--- src/rtl/home_pkg.sv ---
// Shared home-controller definitions: UART transmitter states, event byte base and sensor source indices.
package home_pkg;

  typedef enum logic [2:0] {
    TX_IDLE   = 3'd0,
    TX_START  = 3'd1,
    TX_DATA   = 3'd2,
    TX_STOP   = 3'd3,
    TX_PARITY = 3'd4
  } tx_state_t;

  localparam logic [7:0] EVT_BASE = 8'h40;

  localparam int EVT_BURGLAR = 0;
  localparam int EVT_FIRE    = 1;
  localparam int EVT_RAIN    = 2;
  localparam int EVT_WATER   = 3;
  localparam int EVT_WINDOW  = 4;
  localparam int EVT_VISITOR = 5;

endpackage

--- src/rtl/alarm_uart_tx_fifo.sv ---
// event_fifo: small synchronous byte FIFO between the event arbiter and the UART shifter.
// dout always shows the head entry so a pop can load it in the same cycle.
module event_fifo #(
  parameter int FIFO_DEPTH = 4
) (
  input  logic       clk,
  input  logic       reset,
  input  logic       wr_en,
  input  logic [7:0] din,
  input  logic       rd_en,
  output logic [7:0] dout,
  output logic       full,
  output logic       empty
);

  localparam int AW = $clog2(FIFO_DEPTH);

  logic [7:0]  mem [FIFO_DEPTH];
  logic [AW:0] wr_ptr;
  logic [AW:0] rd_ptr;

  // Pointers carry one extra wrap bit to tell full from empty.
  always_ff @(posedge clk) begin
    if (!reset) begin
      wr_ptr <= '0;
      rd_ptr <= '0;
    end else begin
      if (wr_en && !full) wr_ptr <= wr_ptr + 1'b1;
      if (rd_en && !empty) rd_ptr <= rd_ptr + 1'b1;
    end
  end

  always_ff @(posedge clk) begin
    if (wr_en && !full) mem[wr_ptr[AW-1:0]] <= din;
  end

  assign dout  = mem[rd_ptr[AW-1:0]];
  assign empty = (wr_ptr == rd_ptr);
  assign full  = (wr_ptr[AW] != rd_ptr[AW]) && (wr_ptr[AW-1:0] == rd_ptr[AW-1:0]);

endmodule

--- src/rtl/alarm_uart_tx.sv ---
// alarm_uart_tx: captures rising edges of alarm flags and sends one UART byte ('@'+index) per event.
// Define ALARM_UART_PARITY_EN to append an even parity bit (8E1 frame, 11 bits).
module alarm_uart_tx
  import home_pkg::*;
#(
  parameter int CLKS_PER_BIT = 868,
  parameter int FIFO_DEPTH   = 4
) (
  input  logic       clk,
  input  logic       reset,
  input  logic [7:0] events,
  output logic       tx,
  output logic       busy,
  output logic       overflow
);

  localparam int BW = $clog2(CLKS_PER_BIT);
  localparam logic [BW-1:0] BAUD_LAST = BW'(CLKS_PER_BIT - 1);

  localparam logic [2:0] IDLE   = TX_IDLE;
  localparam logic [2:0] START  = TX_START;
  localparam logic [2:0] DATA   = TX_DATA;
  localparam logic [2:0] STOP   = TX_STOP;
`ifdef ALARM_UART_PARITY_EN
  localparam logic [2:0] PARITY = TX_PARITY;
`endif

  logic [7:0]    ev_q;
  logic [7:0]    rise;
  logic [7:0]    pending;
  logic [7:0]    grant;
  logic [2:0]    grant_idx;
  logic          wr_en;
  logic [7:0]    din;
  logic          rd_en;
  logic [7:0]    dout;
  logic          full;
  logic          empty;
  logic [2:0]    state;
  logic [BW-1:0] baud;
  logic [2:0]    bit_cnt;
  logic [7:0]    data;

  assign rise = events & ~ev_q;

  // Lowest-index pending bit wins; nothing is granted while the FIFO is full.
  always_comb begin
    grant     = '0;
    grant_idx = '0;
    if (!full) begin
      for (int i = 7; i >= 0; i--) begin
        if (pending[i]) begin
          grant        = '0;
          grant[i]     = 1'b1;
          grant_idx    = 3'(i);
        end
      end
    end
  end

  assign wr_en = |grant;
  assign din   = EVT_BASE | {5'b0, grant_idx};

  // A new edge on a bit being granted this cycle re-arms it rather than counting as overflow.
  always_ff @(posedge clk) begin
    if (!reset) begin
      ev_q     <= 8'hFF;
      pending  <= '0;
      overflow <= 1'b0;
    end else begin
      ev_q     <= events;
      pending  <= (pending & ~grant) | rise;
      overflow <= overflow | (|(rise & pending & ~grant));
    end
  end

  event_fifo #(
    .FIFO_DEPTH(FIFO_DEPTH)
  ) u_fifo (
    .clk  (clk),
    .reset(reset),
    .wr_en(wr_en),
    .din  (din),
    .rd_en(rd_en),
    .dout (dout),
    .full (full),
    .empty(empty)
  );

  assign rd_en = (state == IDLE) && !empty;
  assign busy  = (state != IDLE) || !empty || (pending != 8'h00);

  // tx is updated on each transition so it always reflects the state being entered.
  always_ff @(posedge clk) begin
    if (!reset) begin
      state   <= IDLE;
      tx      <= 1'b1;
      baud    <= '0;
      bit_cnt <= '0;
      data    <= '0;
    end else begin
      case (state)
        IDLE: begin
          tx <= 1'b1;
          if (!empty) begin
            data    <= dout;
            bit_cnt <= '0;
            baud    <= '0;
            tx      <= 1'b0;
            state   <= START;
          end
        end
        START: begin
          if (baud == BAUD_LAST) begin
            baud  <= '0;
            tx    <= data[0];
            state <= DATA;
          end else begin
            baud <= baud + 1'b1;
          end
        end
        DATA: begin
          if (baud == BAUD_LAST) begin
            baud <= '0;
            if (bit_cnt == 3'd7) begin
`ifdef ALARM_UART_PARITY_EN
              tx    <= ^data;
              state <= PARITY;
`else
              tx    <= 1'b1;
              state <= STOP;
`endif
            end else begin
              bit_cnt <= bit_cnt + 3'd1;
              tx      <= data[bit_cnt + 3'd1];
            end
          end else begin
            baud <= baud + 1'b1;
          end
        end
`ifdef ALARM_UART_PARITY_EN
        PARITY: begin
          if (baud == BAUD_LAST) begin
            baud  <= '0;
            tx    <= 1'b1;
            state <= STOP;
          end else begin
            baud <= baud + 1'b1;
          end
        end
`endif
        STOP: begin
          if (baud == BAUD_LAST) begin
            baud  <= '0;
            tx    <= 1'b1;
            state <= IDLE;
          end else begin
            baud <= baud + 1'b1;
          end
        end
        default: begin
          tx    <= 1'b1;
          baud  <= '0;
          state <= IDLE;
        end
      endcase
    end
  end

endmodule

--- config.mk ---
export PLATFORM = sky130hd
export DESIGN_NAME = alarm_uart_tx
export DESIGN_NICKNAME = d
export VERILOG_FILES = /design/src/rtl/home_pkg.sv /design/src/rtl/alarm_uart_tx_fifo.sv /design/src/rtl/alarm_uart_tx.sv
export SDC_FILE = /design/constraint.sdc
export NUM_CORES = 1
export LEC_CHECK = 0
export ABC_AREA = 1
export CAP_MARGIN = 0
export CORE_UTILIZATION = 60
export DETAILED_ROUTE_END_ITERATION = 16
export PLACE_DENSITY = 0.79
export SLEW_MARGIN = 40
export SYNTH_ARGS = -nofsm -noshare
export SYNTH_HDL_FRONTEND = slang
export SYNTH_SLANG_ARGS = --single-unit
export TNS_END_PERCENT = 5
--- constraint.sdc ---
create_clock -name clk -period 1.7 [get_ports clk]
set_input_delay 0.51 -clock clk [delete_from_list [all_inputs] [get_ports clk]]
set_output_delay 0.51 -clock clk [all_outputs]
set_load 0.005 [all_outputs]
* Word level (Yosys, flattened, before mapping)
Memories as Yosys holds them, arrays and structs flattened. A register that Yosys moved wholly into a read port is not among the register bits. Index checks and enable logic that the tools add are counted.
Storage, ports and cells: register bits 48, memories 1, bits of input ports 10, RAM bits 12, output and inout port bits 3, logic and storage cells 100
Memory list:
- u_fifo.mem | depth 4, width 3, read ports 1, clocked after Yosys merged registers in 1, write ports 1, line alarm_uart_tx_fifo.sv:18 | logic [7:0] mem [FIFO_DEPTH];
Operators by class: reduce and logical (&&, ||, !) cells 20, add/sub/neg operators 4, equality and inequality tests 14, order comparisons 1, multiplexer cells 41, bitwise gates (word level) 9
Operators by type and width (count):
- 2-to-1 mux 8 bit | 9
- 2-to-1 mux 3 bit | 17
- AND 8 bit | 4
- 2-to-1 mux 10 bit | 2
- case mux 10 bit (2 select lines) | 1
- NOT 8 bit | 2
- OR reduction 8 bit | 2
- != test 2 bit (second input constant) | 6
- case mux 3 bit (4 select lines) | 1
- adder 10 x 1 -> 10 bit (second input constant) | 1
- equality test 10 bit (second input constant) | 1
- adder 3 x 1 -> 3 bit (second input constant) | 3
- 2-to-1 mux 1 bit | 8
- OR 8 bit | 1
- nonzero test 8 bit | 1
- equality test 3 x 2 -> 1 bit (second input constant) | 2
- case mux 3 bit (2 select lines) | 1
- AND reduction 5 bit | 1
- logical AND 1 bit | 4
- less-than comparator 3 x 4 -> 1 bit (second input constant) | 1
- case mux 1 bit (4 select lines) | 1
- AND reduction 4 bit | 1
- binary-select mux 1 bit (select 3 bit) | 1
- equality test 3 x 1 -> 1 bit (second input constant) | 1
- other kinds (14) | 17

* Longest topological paths before layout
depth after elaboration 13, mapped depth 13, gate-level depth less buffers 11

* Cells and area by module
Synthesis repeated with hierarchy kept, for this count alone.
Unflattened totals: cells, all modules 444, area, all modules 3752.3 um^2
By module, submodules not included:
- alarm_uart_tx | cells an instance 294, seq. area each 820.8 um^2, area an instance 2063.2 um^2, times used 1
- event_fifo | cells an instance 150, seq. area each 1121.1 um^2, area an instance 1689.1 um^2, times used 1

* Least setup slack after synthesis
OpenSTA, ideal clock, no wires.
kind register to output, from reg u_fifo.wr_ptr[1], to out busy, data arrival time 1.145 ns, setup slack 0.045 ns, stages on the path, launching flop included 9, path through dfxtp_1 > inv_1 > nand2_1 > nand2_2 > nor2_4 > nand3_4 > inv_4 > buf_12 > nand4_1
On the way: cells in the longest elaborated chain, start to end 4
RTL lines:
- start: declaration | line alarm_uart_tx_fifo.sv:19 | logic [AW:0] wr_ptr;
- start signal: assignment | line alarm_uart_tx_fifo.sv:28 | if (wr_en && !full) wr_ptr <= wr_ptr + 1'b1;
- equality test 3 bit | line alarm_uart_tx_fifo.sv:38 | assign empty = (wr_ptr == rd_ptr);
- zero test 1 bit | line alarm_uart_tx.sv:91 | assign busy = (state != IDLE) || !empty || (pending != 8'h00);
- logical OR 1 bit (2 in series) | line alarm_uart_tx.sv:91
- end: declaration | line alarm_uart_tx.sv:13 | output logic busy,
No other way between the ends.

* Final worst setup path
from reg u_fifo.rd_ptr[0], to out busy
On the way: cells in the longest elaborated chain, start to end 4
RTL lines:
- start: declaration | line alarm_uart_tx_fifo.sv:20 | logic [AW:0] rd_ptr;
- start signal: assignment | line alarm_uart_tx_fifo.sv:29 | if (rd_en && !empty) rd_ptr <= rd_ptr + 1'b1;
- equality test 3 bit | line alarm_uart_tx_fifo.sv:38
- zero test 1 bit | line alarm_uart_tx.sv:91
- logical OR 1 bit (2 in series) | line alarm_uart_tx.sv:91
No other way between the ends.

==> flow_summary.toml <==
[critical_path]
crit_slowest_cell = "dfxtp_4"
path_cells = "inv_4 > nand2_2 > nand2_2 > nor2_4 > nand3_4 > inv_4 > nand4_1 > buf_2"
start_kind = "flop"
max_stage_delay_ns = 0.39
crit_type = "flop to output pin"
end_kind = "output pin"
crit_required_ns = 1.19
cp.arrival_ns = 1.35
worstPathMaxFanout = 4

[yosys]
synth_nets = 395
synth_area_mm2 = 0.002801
synth_edf_count = 12
synth_flop_cell = "dfxtp_1"
yosys_warnings = 0
synth_cell_type_count = 32
async_flop_share_pct = 0
synth_xor_area_share_pct = 1.251
yosys.area.top_type = "dfxtp_1"
synthTopCellsByArea = "dfxtp_1 (31%), edfxtp_1 (13%), nand2_1 (11%)"
synth_top_family_by_area = "simple AND/OR/NAND/NOR gates"
synth-seq-cells = 55
synth_mux_area_share_pct = 0
synth-compound-area-share_pct = 10.59
avgSynthCellArea_um2 = 7.551
synth_fa_ha_area_share_pct = 6.253
synth_simple_gate_area_share_pct = 28.85
synthCells = 371
synth.top_cell.area_share_pct = 30.73
seq_area_frac_synth_pct = 43.59

[cts]
clkLatencyLatePin_ns = 0.32
clk_pin_slew_ns = 0.10
clock-sinks = 55
htree_num_levels = 2
holdBufCountCts = 0
cts_tree = "built"
cts.path.max_buffers = 2
numCtsBuffers = 5
cts_root_buf = "clkbuf_8"

[routing]
ant_nets = 0
drc_errors = 0
dr.pass1.iters = 5
via_count = 2515
drt_wl_total_um = 6107
routedWlPerCell_um = 12.83
first_iter_violations = 100
viasPerCell = 5.284

[timing]
fin_crit_ns = 1.857
rsz0062_at_grt = "true"
hold_slack_ns = 0.4574
fmax_mhz = 538.4
setup_viol = 1
skew_ns = 0.005622
finalCritPeriodShare_pct = 109.2
setup_ws_ns = -0.1572
tns_ns = -0.1572
hold_viol = 0
slew_headroom_pct = 76.99
final_max_slew_viol_count = 0
worst_pin_slew_ns = 0.3447

[global_routing]
antenna_found_initial = 0
grt.total_usage_pct = 27.15
grt_pass1_wl_um = 10640
grt_max_degree = 20
grt_overflow = 0
grt_pass1_vias = 2520

[final_layout]
antenna_cells = 0
final_common_cell = "nand2_1"
finalInstanceArea_mm2 = 0.003381
final_cell_count_no_fill = 476
final_cell_mix = "nand2_1 (82), nor2_1 (52), inv_1 (43)"
nets = 447
syn_to_final_growth_pct = 20.68
final_layout_size_suffix_gt1_share_pct = 21.93

[floorplanning]
rows = 24
die_height_um = 70.33
start_util_pct = 63.46
die_w_um = 70.33
fp.dieArea_mm2 = 0.004946
io_pins = 13
core_mm2 = 0.004414

[place]
gp_congestion = 0.8988
placed_area_mm2 = 0.003218
dp.cells = 467
hpwl_um = 4540
numPortBuffers = 12

[status]
violations = "setup timing"
status = "finished with violations"

[power]
powerDensity_mw_per_mm2 = 1296
irDropWorstVdd_uv = 763.5
p_leak_uw = 0.001507

[flow_run]
drv_cap = 0

[min_path]
hold_path.class = "flop to flop"
## power by group
group          internal, uW  switching (uW)  leakage [uW]
combinational           810            1130      0.000993
sequential             1540             123      0.000468
clock                   306             468     0.0000467
total                  2660            1730       0.00151
## cell families (layout without fill, tap and decap cells)
group	after synthesis	count (layout)
and+or+nand+nor	184	184
buffers and inverters	59	112
AOI/OAI and AO/OA	55	55
DFF	55	55
adders and majority gates	14	14
xor gates and xnor gates	4	4
## Yosys cell counts (2+ instances only)
| cell | number |
|---|---|
| inv_1 | 48 |
| a31oi_1 | 5 |
| nand2_1 | 85 |
| o21ai_0 | 21 |
| or2_2 | 8 |
| nor3_1 | 9 |
| dfxtp_1 | 43 |
| inv_4 | 2 |
| buf_6 | 2 |
| nand4_1 | 7 |
| nor2_1 | 52 |
| ha_1 | 14 |
| nand2_2 | 5 |
| buf_2 | 3 |
| nand3_1 | 11 |
| a21oi_1 | 26 |
| xor2_1 | 3 |
| nand3_2 | 2 |
| edfxtp_1 | 12 |
## registers in the layout (all words and copies together), names as in the netlist
register and flops:
tx 1, data 4, u_fifo.rd_ptr 3, state 2
u_fifo.mem 12, ev_q 8, u_fifo.wr_ptr 3, baud 10
pending 8, overflow 1, bit_cnt 3
## through the flow
step	worst slack [ns]	utilization, %	total power [uW]
3_3_place_gp	-0.1755	72.90	3441
2_1_floorplan	0.04494	-	2912
5_1_grt	-0.2507	76.59	4675
3_5_place_dp	-0.2107	72.90	3515
6_report	-0.1572	76.59	4382
4_1_cts	-0.1620	75.62	4317
## cell type report
class | count | area [um2]
clock buffer | 5 | 68.82
clock inverter | 3 | 27.53
fill | 331 | 1033
inverter | 51 | 196.4
multi-input combinational | 257 | 1354
sequential | 55 | 1236
tap | 52 | 65.06
timing repair buffer | 53 | 432.9
## critical path, delay by kind of cell (launching register included)
kind                   cells  cell delay [ns]
buffers and inverters      3             0.24
flip-flops                 1             0.39
AND/OR/NAND/NOR            5             0.42
## final timing paths
check | start | to | slack, ns | cells after the start
max | u_fifo.rd_ptr[0] | busy | -0.16 | 8
min | u_fifo.rd_ptr[2] | u_fifo.rd_ptr[2] | 0.46 | 1
max reg2reg | u_fifo.wr_ptr[1] | u_fifo.mem[1][1] | 0.03 | 10
min reg2reg | u_fifo.rd_ptr[2] | u_fifo.rd_ptr[2] | 0.46 | 1
## what timing repair did
item	4_1_cts	5_1_grt
gates cloned	0	0
setup endpoints to repair	18	27
gates resized for setup	16	18
pin swaps	2	1
buffers inserted	1	0
## metal layers
layer	GRT usage [%]	up-vias	routed length (um)
li1	-	1296	-
met1	29.95	1154	2564
met2	50.16	56	3147
met3	4.906	9	279
met4	11.78	0	116
met5	0	-	0
Note: power is estimated with default switching activity, not from simulation.
